`src/rtl/store_pkg.sv`:
```
// Shared encodings for the store narrowing path: access sizes, packer states
// and the number of byte lanes in a data word.
package store_pkg;

    localparam int LANES = 4;

    typedef enum logic [1:0] {
        SZ_BYTE = 2'b00,
        SZ_HALF = 2'b01,
        SZ_WORD = 2'b10,
        SZ_RSVD = 2'b11
    } size_e;

    typedef enum logic [1:0] {
        EMPTY,
        COLLECT,
        DRAIN
    } state_e;

endpackage

```
`src/rtl/store_lane_align.sv`:
```
// Places a byte/half/word store onto little-endian byte lanes of a 32-bit word
// and produces the matching byte enables; purely combinational.
module store_lane_align
    import store_pkg::*;
(
    input  logic [1:0]       size,
    input  logic [1:0]       addr,
    input  logic [31:0]      data,
    output logic [31:0]      lane_data,
    output logic [LANES-1:0] be,
    output logic             misaligned
);

    assign misaligned = (size == SZ_RSVD)
                     || ((size == SZ_HALF) && addr[0])
                     || ((size == SZ_WORD) && (addr != 2'b00));

    genvar gi;
    generate
        for (gi = 0; gi < LANES; gi++) begin : g_lane
            logic       hit;
            logic [7:0] src;

            // Each lane picks the source byte it would carry for each size.
            always_comb begin
                hit = 1'b0;
                src = data[8*gi +: 8];
                case (size)
                    SZ_BYTE: begin
                        hit = (addr == 2'(gi));
                        src = data[7:0];
                    end
                    SZ_HALF: begin
                        hit = (addr[1] == 1'(gi / 2));
                        src = data[8*(gi % 2) +: 8];
                    end
                    SZ_WORD: hit = 1'b1;
                    default: hit = 1'b0;
                endcase
            end

            assign be[gi]                = hit && !misaligned;
            assign lane_data[8*gi +: 8]  = be[gi] ? src : 8'h00;
        end
    endgenerate

endmodule

```
`src/rtl/store_narrow_packer.sv`:
```
// Collects narrow stores to one aligned word in a single-entry buffer and
// issues a single word-aligned, byte-enabled write to the data memory port.
module store_narrow_packer
    import store_pkg::*;
#(
    parameter int ADDR_W     = 32,
    parameter int IDLE_FLUSH = 8
) (
    input  logic              clk,
    input  logic              reset,
    input  logic              in_valid,
    output logic              in_ready,
    input  logic [ADDR_W-1:0] in_addr,
    input  logic [1:0]        in_size,
    input  logic [31:0]       in_data,
    input  logic              flush,
    output logic              out_valid,
    input  logic              out_ready,
    output logic [ADDR_W-1:0] out_addr,
    output logic [31:0]       out_data,
    output logic [3:0]        out_be,
    output logic              misalign_err
);

    localparam int CNT_W = (IDLE_FLUSH > 1) ? $clog2(IDLE_FLUSH + 1) : 1;
    localparam logic [CNT_W-1:0] IDLE_LAST = CNT_W'((IDLE_FLUSH > 0) ? IDLE_FLUSH - 1 : 0);
    localparam logic [CNT_W-1:0] IDLE_MAX  = CNT_W'(IDLE_FLUSH);

    state_e              state_reg, state_next;
    logic [ADDR_W-3:0]   word_reg, word_next;
    logic [31:0]         data_reg, data_next;
    logic [LANES-1:0]    be_reg, be_next;
    logic [CNT_W-1:0]    idle_reg, idle_next;
    logic                misalign_err_reg;

    logic [31:0]         lane_data;
    logic [LANES-1:0]    new_be;
    logic                misaligned;
    logic                same_word;
    logic                accept;
    logic                aligned_accept;
    logic                waiting;
    logic                timeout;
    logic [LANES-1:0]    take_be;
    logic [LANES-1:0]    merged_be;
    logic [31:0]         merged_data;

    store_lane_align u_align (
        .size       (in_size),
        .addr       (in_addr[1:0]),
        .data       (in_data),
        .lane_data  (lane_data),
        .be         (new_be),
        .misaligned (misaligned)
    );

    assign same_word = (in_addr[ADDR_W-1:2] == word_reg);

    // A request for another word is held off until the current buffer drains.
    assign in_ready = (state_reg == EMPTY)
                   || ((state_reg == COLLECT) && !(in_valid && !same_word));

    assign accept         = in_valid && in_ready;
    assign aligned_accept = accept && !misaligned;
    assign waiting        = in_valid && !in_ready;
    assign timeout        = (IDLE_FLUSH > 0) && (idle_reg == IDLE_LAST) && !aligned_accept;
    assign take_be        = aligned_accept ? new_be : '0;
    assign merged_be      = be_reg | take_be;

    genvar gi;
    generate
        for (gi = 0; gi < LANES; gi++) begin : g_merge
            assign merged_data[8*gi +: 8] = take_be[gi] ? lane_data[8*gi +: 8]
                                                        : data_reg[8*gi +: 8];
        end
    endgenerate

    always_comb begin
        state_next = state_reg;
        word_next  = word_reg;
        data_next  = data_reg;
        be_next    = be_reg;
        idle_next  = idle_reg;
        case (state_reg)
            EMPTY: begin
                idle_next = '0;
                if (aligned_accept) begin
                    word_next  = in_addr[ADDR_W-1:2];
                    data_next  = lane_data;
                    be_next    = new_be;
                    state_next = ((&new_be) || flush) ? DRAIN : COLLECT;
                end
            end
            COLLECT: begin
                if (aligned_accept) begin
                    data_next = merged_data;
                    be_next   = merged_be;
                    idle_next = '0;
                end else if ((IDLE_FLUSH > 0) && (idle_reg != IDLE_MAX)) begin
                    idle_next = idle_reg + 1'b1;
                end
                if ((&merged_be) || flush || waiting || timeout) begin
                    state_next = DRAIN;
                    idle_next  = '0;
                end
            end
            DRAIN: begin
                if (out_ready) begin
                    data_next  = '0;
                    be_next    = '0;
                    state_next = EMPTY;
                end
            end
            default: state_next = EMPTY;
        endcase
    end

    always_ff @(posedge clk) begin
        if (reset) begin
            state_reg        <= EMPTY;
            word_reg         <= '0;
            data_reg         <= '0;
            be_reg           <= '0;
            idle_reg         <= '0;
            misalign_err_reg <= 1'b0;
        end else begin
            state_reg        <= state_next;
            word_reg         <= word_next;
            data_reg         <= data_next;
            be_reg           <= be_next;
            idle_reg         <= idle_next;
            misalign_err_reg <= accept && misaligned;
        end
    end

    assign out_valid    = (state_reg == DRAIN);
    assign out_addr     = {word_reg, 2'b00};
    assign out_data     = data_reg;
    assign out_be       = be_reg;
    assign misalign_err = misalign_err_reg;

endmodule

```
`config.mk`:
```
export PLATFORM = sky130hd
export DESIGN_NAME = store_narrow_packer
export DESIGN_NICKNAME = d
export VERILOG_FILES = /design/src/rtl/store_pkg.sv /design/src/rtl/store_lane_align.sv /design/src/rtl/store_narrow_packer.sv
export SDC_FILE = /design/constraint.sdc
export NUM_CORES = 1
export LEC_CHECK = 0
export CORE_MARGIN = 3
export CORE_UTILIZATION = 49
export CTS_BUF_LIST = sky130_fd_sc_hd__clkbuf_4 sky130_fd_sc_hd__clkbuf_8 sky130_fd_sc_hd__clkbuf_16
export CTS_CLUSTER_DIAMETER = 30
export DETAILED_ROUTE_END_ITERATION = 12
export PLACE_DENSITY = 0.95
export SYNTH_ARGS = -nofsm -noshare
export SYNTH_HDL_FRONTEND = slang
export SYNTH_SLANG_ARGS = --single-unit
```
`constraint.sdc`:
```
create_clock -name clk -period 4.3 [get_ports clk]
set_clock_uncertainty 0.2 [all_clocks]
set_input_delay 0.645 -clock clk [delete_from_list [all_inputs] [get_ports clk]]
set_output_delay 0.645 -clock clk [all_outputs]
set_load 0.005 [all_outputs]
```
== After elaboration in Yosys (flattened, before gate mapping) ==
Cells that the tools add are included.
Word-level totals
  register bits: 73
  logic and storage cells: 107
  bits of input ports: 71
Cells by class
  muxes and demuxes: 33
  reduce and logical (&&, ||, !) cells: 42
  eq/ne operators: 20
  bitwise gates (word level): 2
  $add $sub $neg: 1
Operators with widths (count)
  32-bit 2-to-1 mux: 3
  32-bit one-hot mux with 3 select lines: 1
  8-bit 2-to-1 mux: 10
  30-bit == test: 1
  4-bit 2-to-1 mux: 7
  5-bit AND reduction: 4
  8-bit one-hot mux with 2 select lines: 1
  1-bit logical AND: 13
  2-bit inequality test (second input constant): 6
  1-bit one-hot mux with 3 select lines: 4
  4-bit one-hot mux with 3 select lines: 1
  4-bit AND reduction: 3
  2-bit == test (second input constant): 5
  2-bit 2-to-1 mux: 4
  4-bit one-hot mux with 2 select lines: 1
  1-bit logical OR: 7
  2-bit by 1-bit == test with 1-bit output (second input constant): 3
  2-bit zero test: 3
  2-bit one-hot mux with 3 select lines: 1
  1-bit zero test: 5
  4-bit by 1-bit adder with 4-bit output (second input constant): 1
  4-bit by 3-bit == test with 1-bit output (second input constant): 1
  2-bit by 1-bit inequality test with 1-bit output (second input constant): 2
  4-bit by 2-bit inequality test with 1-bit output (second input constant): 1
  8 further kinds: 10

== Longest topological paths before layout ==
Gate-level depths: netlist of run 1.
  depth in word-level cells: 16
  depth in mapped cells: 11

== By module ==
A second synthesis of run 1 with hierarchy kept.
Unflattened totals
  cells, all modules: 519
  area total of the unflattened synthesis: 4194.0 um^2
By module, submodules not included
  store_narrow_packer: area each 3470.8 um^2, cells an instance 421, instances 1
  store_lane_align: area each 723.2 um^2, cells an instance 98, instances 1

== Worst setup path before layout of run 1 ==
Ideal clock, no wire load.
  path type: input to register
  start: input port in_size[0]
  end: register data_reg[10], in the netlist out_data[10]
  data required time: 3.979 ns
  stages on the path: 9
  path slack: 1.725 ns
  setup time: 0.121 ns
  data arrival time: 2.253 ns
  path through: or3_4 -> a21oi_2 -> buf_6 -> inv_4 -> a21oi_4 -> nand2_4 -> a21o_1 -> buf_6 -> mux2_4
Between the ends
  cells in the longest elaborated chain, start to end: 10
  elaborated cells between the ends (all ways): 23
  classes of those cells: 6 x eq/ne; 8 x mux; 9 x reduce/logical
RTL lines
  start, declared: RTL line store_narrow_packer.sv:14  | input logic [1:0] in_size,
  2-bit by 1-bit == test with 1-bit output: RTL line store_lane_align.sv:15, store_lane_align.sv:28
  1-bit logical AND: RTL line store_lane_align.sv:15  | || ((size == SZ_HALF) && addr[0])
  1-bit logical OR: RTL line store_lane_align.sv:15
  1-bit logical OR: RTL line store_lane_align.sv:16  | || ((size == SZ_WORD) && (addr != 2'b00));
  1-bit zero test: RTL line store_lane_align.sv:42, store_narrow_packer.sv:64
  1-bit logical AND: RTL line store_lane_align.sv:42  | assign be[gi] = hit && !misaligned;
  8-bit 2-to-1 mux: RTL line store_lane_align.sv:43  | assign lane_data[8*gi +: 8] = be[gi] ? src : 8'h00;
  8-bit 2-to-1 mux: RTL line store_narrow_packer.sv:73  | assign merged_data[8*gi +: 8] = take_be[gi] ? lane_data[8*gi +: 8]
  32-bit 2-to-1 mux: RTL line store_narrow_packer.sv:95  | if (aligned_accept) begin
  32-bit one-hot mux with 3 select lines: RTL line store_narrow_packer.sv:84  | case (state_reg)
  end signal, assigned: RTL line store_narrow_packer.sv:129  | data_reg <= data_next;
  end, declared: RTL line store_narrow_packer.sv:31  | logic [31:0] data_reg, data_next;
Parallel ways exist; a longest one is shown, timed or not. The select of a mux whose other input is x is not followed.
A chain may end at the register's enable or synchronous reset.

== Worst setup path after layout of run 1 ==
  start: input port in_addr[4]
  end: output port in_ready
Between the ends
  cells in the longest elaborated chain, start to end: 6
RTL lines
  start, declared: RTL line store_narrow_packer.sv:13  | input logic [ADDR_W-1:0] in_addr,
  30-bit == test: RTL line store_narrow_packer.sv:57  | assign same_word = (in_addr[ADDR_W-1:2] == word_reg);
  1-bit zero test: RTL line store_narrow_packer.sv:61  | || ((state_reg == COLLECT) && !(in_valid && !same_word));
  1-bit logical AND: RTL line store_narrow_packer.sv:61
  1-bit zero test: RTL line store_narrow_packer.sv:61
  1-bit logical AND: RTL line store_narrow_packer.sv:61
  1-bit logical OR: RTL line store_narrow_packer.sv:61
  end, declared: RTL line store_narrow_packer.sv:12  | output logic in_ready,
No other way between the ends.

==> reports/metrics.cfg, run 1 <==
[setup_path]
r2r_cells=9
cp_max_fo=7
cp-start-kind=input pin
arrival_ps=3100
cp.required_ps=3450
critPathKind=in -> out
endpoint_kind=output pin

[global_route]
grt_max_degree=44
grt_overflow_total=0
antenna_found_initial=0
grt_pass1_vias=4087
grt_pass1_wl_um=20200
grt_util_all_layers_pct=25.6

[drt]
drt-pass1-iter-count=5
drtAntennaViolNets=0
wirelength_um=12500
drt_iter0_markers=382
via_per_inst=5.62
route.vias.total=4038
post-route-drc-count=0
routedWlPerCell_um=17.4

[run]
cap_violations=0

[finish]
diodes=0
area_growth_pct=38.9
drive_above_1_share_pct=7.95
final_util_pct=71.7
nNetsFinal=689
largest_reg_flops=32
stdcell_count=718

[synth]
yosysMostFrequentCell=nand2_1
synth_cells=486
async_flop_share_pct=0
synth_ff_type=dfxtp_1
yosysSeqAreaShare_pct=35.7
synth_area_um2=4100
yosys_warnings=0
synth_area_leaders=dfxtp_1, nand2_1, mux2i_1
syn_avg_cell_area_um2=8.43
synth_top_area_share_pct=35.7
synth_common_cells=nand2_1, dfxtp_1, a21oi_1
synth-edff-count=0
ys_types=57
yosysTopAreaCell=dfxtp_1
ys_seq_elements=73

[clock_tree]
clkTransAtPathRegs_ps=80
cts.sink_count=73
htreeDepth=3
clockRootBuffer=clkbuf_8
worstSkewPairLatency_ps=360
cts_tree=built
clockBufferDepth=2
ctsHoldBuffers=0
cts_setup_buffers=0
cts_resized=0
cts_made_buffers=9

[pwr]
cellPowerDensity_nw_per_um2=383
swShare_pct=36.2
pwr-share-comb_pct=40.8
power.leakage_uw=0.00225
p_int_uw=1390
clkPwrFrac_pct=22.0
p_switching_uw=789
seqPwrFrac_pct=37.2
peakVddDrop_uv=236

[sta]
rsz0062_at_grt=false
timing_max_transition_violations_final=0
worst_slack_ps=351
finalCriticalPeriod_ps=3950
relSlewSlack_pct=56.7
hold_violations=0
setup_violations=0
tightest_slew_ps=640
fmax_mhz=253
finalSetupTns_ps=0
fin_crit_sh_pct=91.8

[placed_design]
dp_hpwl_um=9480
place.gp.congestion=0.905
pre_cts_ws_ps=453
place_inst=703
io_buffers=139

[floorplan]
initial_core_util_pct=51.7
pin_count=142
dieHeight_um=97.4
die_w_um=97.4
core_area_um2=7930
std_cell_rows=32
dieArea_um2=9490

[worst_hold_path]
whs_path_depth=2
hold_class=reg -> reg

[status]
status=finished clean

-- cells in the final DEF (no fill, tap or decap), types with 2 or more instances in the layout --
cell type	n
a211oi_1	2
a21o_1	6
a21oi_1	46
a221oi_1	2
a22o_1	2
a31oi_1	5
and2_1	4
buf_4	6
clkbuf_8	9
clkdlybuf4s50_1	138
clkinv_2	2
clkinv_4	2
conb_1	2
dfxtp_1	73
ha_1	6
inv_1	12
mux2_2	8
mux2_4	9
mux2i_1	32
nand2_1	91
nand2b_1	18
nand3b_1	5
nand4_1	2
nor2_1	16
nor2b_1	19
nor3_1	5
nor3b_1	2
nor4_1	8
nor4b_1	2
o211ai_1	8
o21ai_0	11
o2bb2ai_1	2
o31ai_1	4
xor2_1	31
-- power by group through the flow --
stage               Clock [uW]  Sequential [uW]  Combinational (uW)
floorplan                    0              817                 542
global placement             0              816                 853
detailed placement           0              822                 876
CTS                        480              807                 881
global route               502              817                 953
finish                     480              810                 888
-- critical path, stage by stage --
cell,delay [ps]
clkdlybuf4s50_1,450
xor2_1,160
nor4_1,440
nand4_1,290
o21a_1,330
a21boi_0,240
clkdlybuf4s50_1,550
-- kinds of logic (layout without fill, tap and decap cells) --
| logic type | count (synthesis) | in the layout | share of synthesized area (%) |
|---|---|---|---|
| simple gates | 177 | 177 | 21.0 |
| compound gates | 104 | 104 | 16.4 |
| flops | 73 | 73 | 35.7 |
| mux | 49 | 49 | 13.3 |
| buf+inv | 44 | 173 | 4.83 |
| xor+xnor | 32 | 32 | 6.84 |
| fa+ha+maj | 6 | 6 | 1.83 |
| other cells | 1 | 2 | 0.0915 |
-- final cells by class --
cell class              count  area [um^2]
multi-input cells         370         2450
fillers                   587         2240
flip-flops and latches     73         1460
repair buffers            145         1430
well taps                 102          128
clock buffers               9          124
inverters                  13         51.3
clock inverters             6         43.8
-- worst paths after layout --
path	startpoint	end	slack (ps)
max	in_addr[4]	in_ready	350
min	word_reg[12]	word_reg[12]	280
max reg2reg	state_reg[0]	state_reg[0]	1240
min reg2reg	word_reg[12]	word_reg[12]	280
-- stage by stage --
| step | hold WS [ps] | power [uW] | instance area, um^2 |
|---|---|---|---|
| 2_1_floorplan | 268 | 1360 | 4100 |
| 3_3_place_gp | 261 | 1670 | 5520 |
| 3_5_place_dp | 274 | 1700 | 5520 |
| 4_1_cts | 287 | 2170 | 5690 |
| 5_1_grt | 306 | 2270 | 5690 |
| 6_report | 284 | 2180 | 5690 |
-- metal layers --
metal / wire, um / global-route usage, % / up-vias
met3: 1050 / 7.75 / 37
met2: 6110 / 43.2 / 176
met5: 0 / 0 / -
li1: - / - / 1927
met4: 471 / 11.1 / 0
met1: 4870 / 29.8 / 1898
Note: power is estimated with default switching activity, not from simulation.
==> run 2, diff against run 1 <==
- CORE_MARGIN: 3 -> default
==> run 2 against run 1 <==
  * Sequential cell count stayed put
  * Sequential power barely moved
  * Global-route usage rose by 2.9 points
  * Die area shrank 8.0%
  * Design area rose by 0.99%
  * Clock power up 28%
  * Critical path type unchanged
==> reports/metrics.cfg, run 2 (same netlist as run 1, synthesis figures left out) <==
[status]
status=finished clean

[floorplan]
die_w_um=93.4
dieHeight_um=93.4
dieArea_um2=8730
std_cell_rows=32
initial_core_util_pct=51.9
pin_count=142
core_area_um2=7890

[finish]
nNetsFinal=689
final_cell_mix=clkdlybuf4s50_1, nand2_1, dfxtp_1, a21oi_1, mux2i_1
stdcell_count=719
final_util_pct=72.8
final_common_cell=clkdlybuf4s50_1
area_growth_pct=40.2
diodes=0
drive_above_1_share_pct=8.10
largest_reg_flops=32

[sta]
setup_violations=0
tightest_slew_ps=694
rsz0062_at_grt=false
worst_slack_ps=368
fmax_mhz=254
finalCriticalPeriod_ps=3930
fin_crit_sh_pct=91.4
hold_violations=0
finalSetupTns_ps=0
worst_hold_slack_ps=284
timing_max_transition_violations_final=0
relSlewSlack_pct=53.7

[pwr]
p_int_uw=1530
swShare_pct=33.8
seqPwrFrac_pct=34.9
clkPwrFrac_pct=26.7
pwr-share-comb_pct=38.4
p_switching_uw=780
cellPowerDensity_nw_per_um2=402
power.leakage_uw=0.00228
peakVddDrop_uv=246

[setup_path]
cp.required_ps=3450
endpoint_kind=output pin
arrival_ps=3090
cp_max_fo=7
r2r_cells=7
cp-start-kind=input pin
critPathKind=in -> out

[global_route]
grt_pass1_wl_um=19600
grt_pass1_vias=4043
grt_util_all_layers_pct=28.5
antenna_found_initial=0
grt_overflow_total=0
grt.met3_usage_pct=6.26
grt_util_met1_pct=34.7
globalRoute.busiestLayer=met2
grt_max_degree=40
met2_usage_pct=49.1

[drt]
drtAntennaViolNets=0
drt-pass1-iter-count=5
via_per_inst=5.63
routedWlPerCell_um=16.8
drt_iter0_markers=325
route.vias.total=4045
wirelength_um=12100
post-route-drc-count=0

[placed_design]
place.gp.congestion=0.913
place_inst=703
io_buffers=139
pre_cts_ws_ps=395
dp_hpwl_um=8780

[clock_tree]
clockRootBuffer=clkbuf_8
ctsHoldBuffers=0
worstSkewPairLatency_ps=350
cts_setup_buffers=0
cts_resized=0
cts_tree=built
clockBufferDepth=2
clkTransAtPathRegs_ps=70
cts_made_buffers=9
htreeDepth=3
cts.sink_count=73

[worst_hold_path]
whs_path_depth=2
hold_class=reg -> reg

[run]
cap_violations=0

run 2: worst paths after layout:
kind,slack (ps),end,startpoint
setup / recovery,370,in_ready,in_addr[17]
hold / removal,280,word_reg[11],word_reg[11]
setup reg to reg,1550,out_data[16],word_reg[15]
hold reg to reg,280,word_reg[11],word_reg[11]
run 2: critical path, cell delays in order:
cell and delay, ps:
clkdlybuf4s50_1 430, xor2_1 150, nor4_1 380, nand4_1 290, o21a_1 320, a21boi_0 300, clkdlybuf4s50_1 570
run 2: metrics by stage:
step	area [um^2]	power, uW
after global placement	5520	1660
after CTS	5740	2310
after global routing	5740	2430
final	5740	2310
after detailed placement	5520	1690
after floorplan	4100	1360
run 2: power groups by stage:
| stage | sequential (uW) | combinational [uW] | clock (uW) |
|---|---|---|---|
| floorplan | 817 | 542 | 0 |
| global placement | 816 | 842 | 0 |
| detailed placement | 820 | 869 | 0 |
| CTS | 805 | 879 | 623 |
| global route | 815 | 956 | 655 |
| finish | 807 | 887 | 616 |
run 2: metal layers:
metal  wire [um]  vias to the layer above  share of wire [%]
met5           0                        -                  0
met4         273                        0                2.3
met3         973                       30                8.0
met2        5850                      233                 48
met1        4990                     1865                 41
li1            -                     1917                  -
run 2: cell type report:
type	count	area [um^2]
multi-input cells	370	2450
fillers	539	2140
inverters	13	51.3
flip-flops and latches	73	1460
clock inverters	5	78.8
repair buffers	145	1430
clock buffers	11	145
well taps	102	128
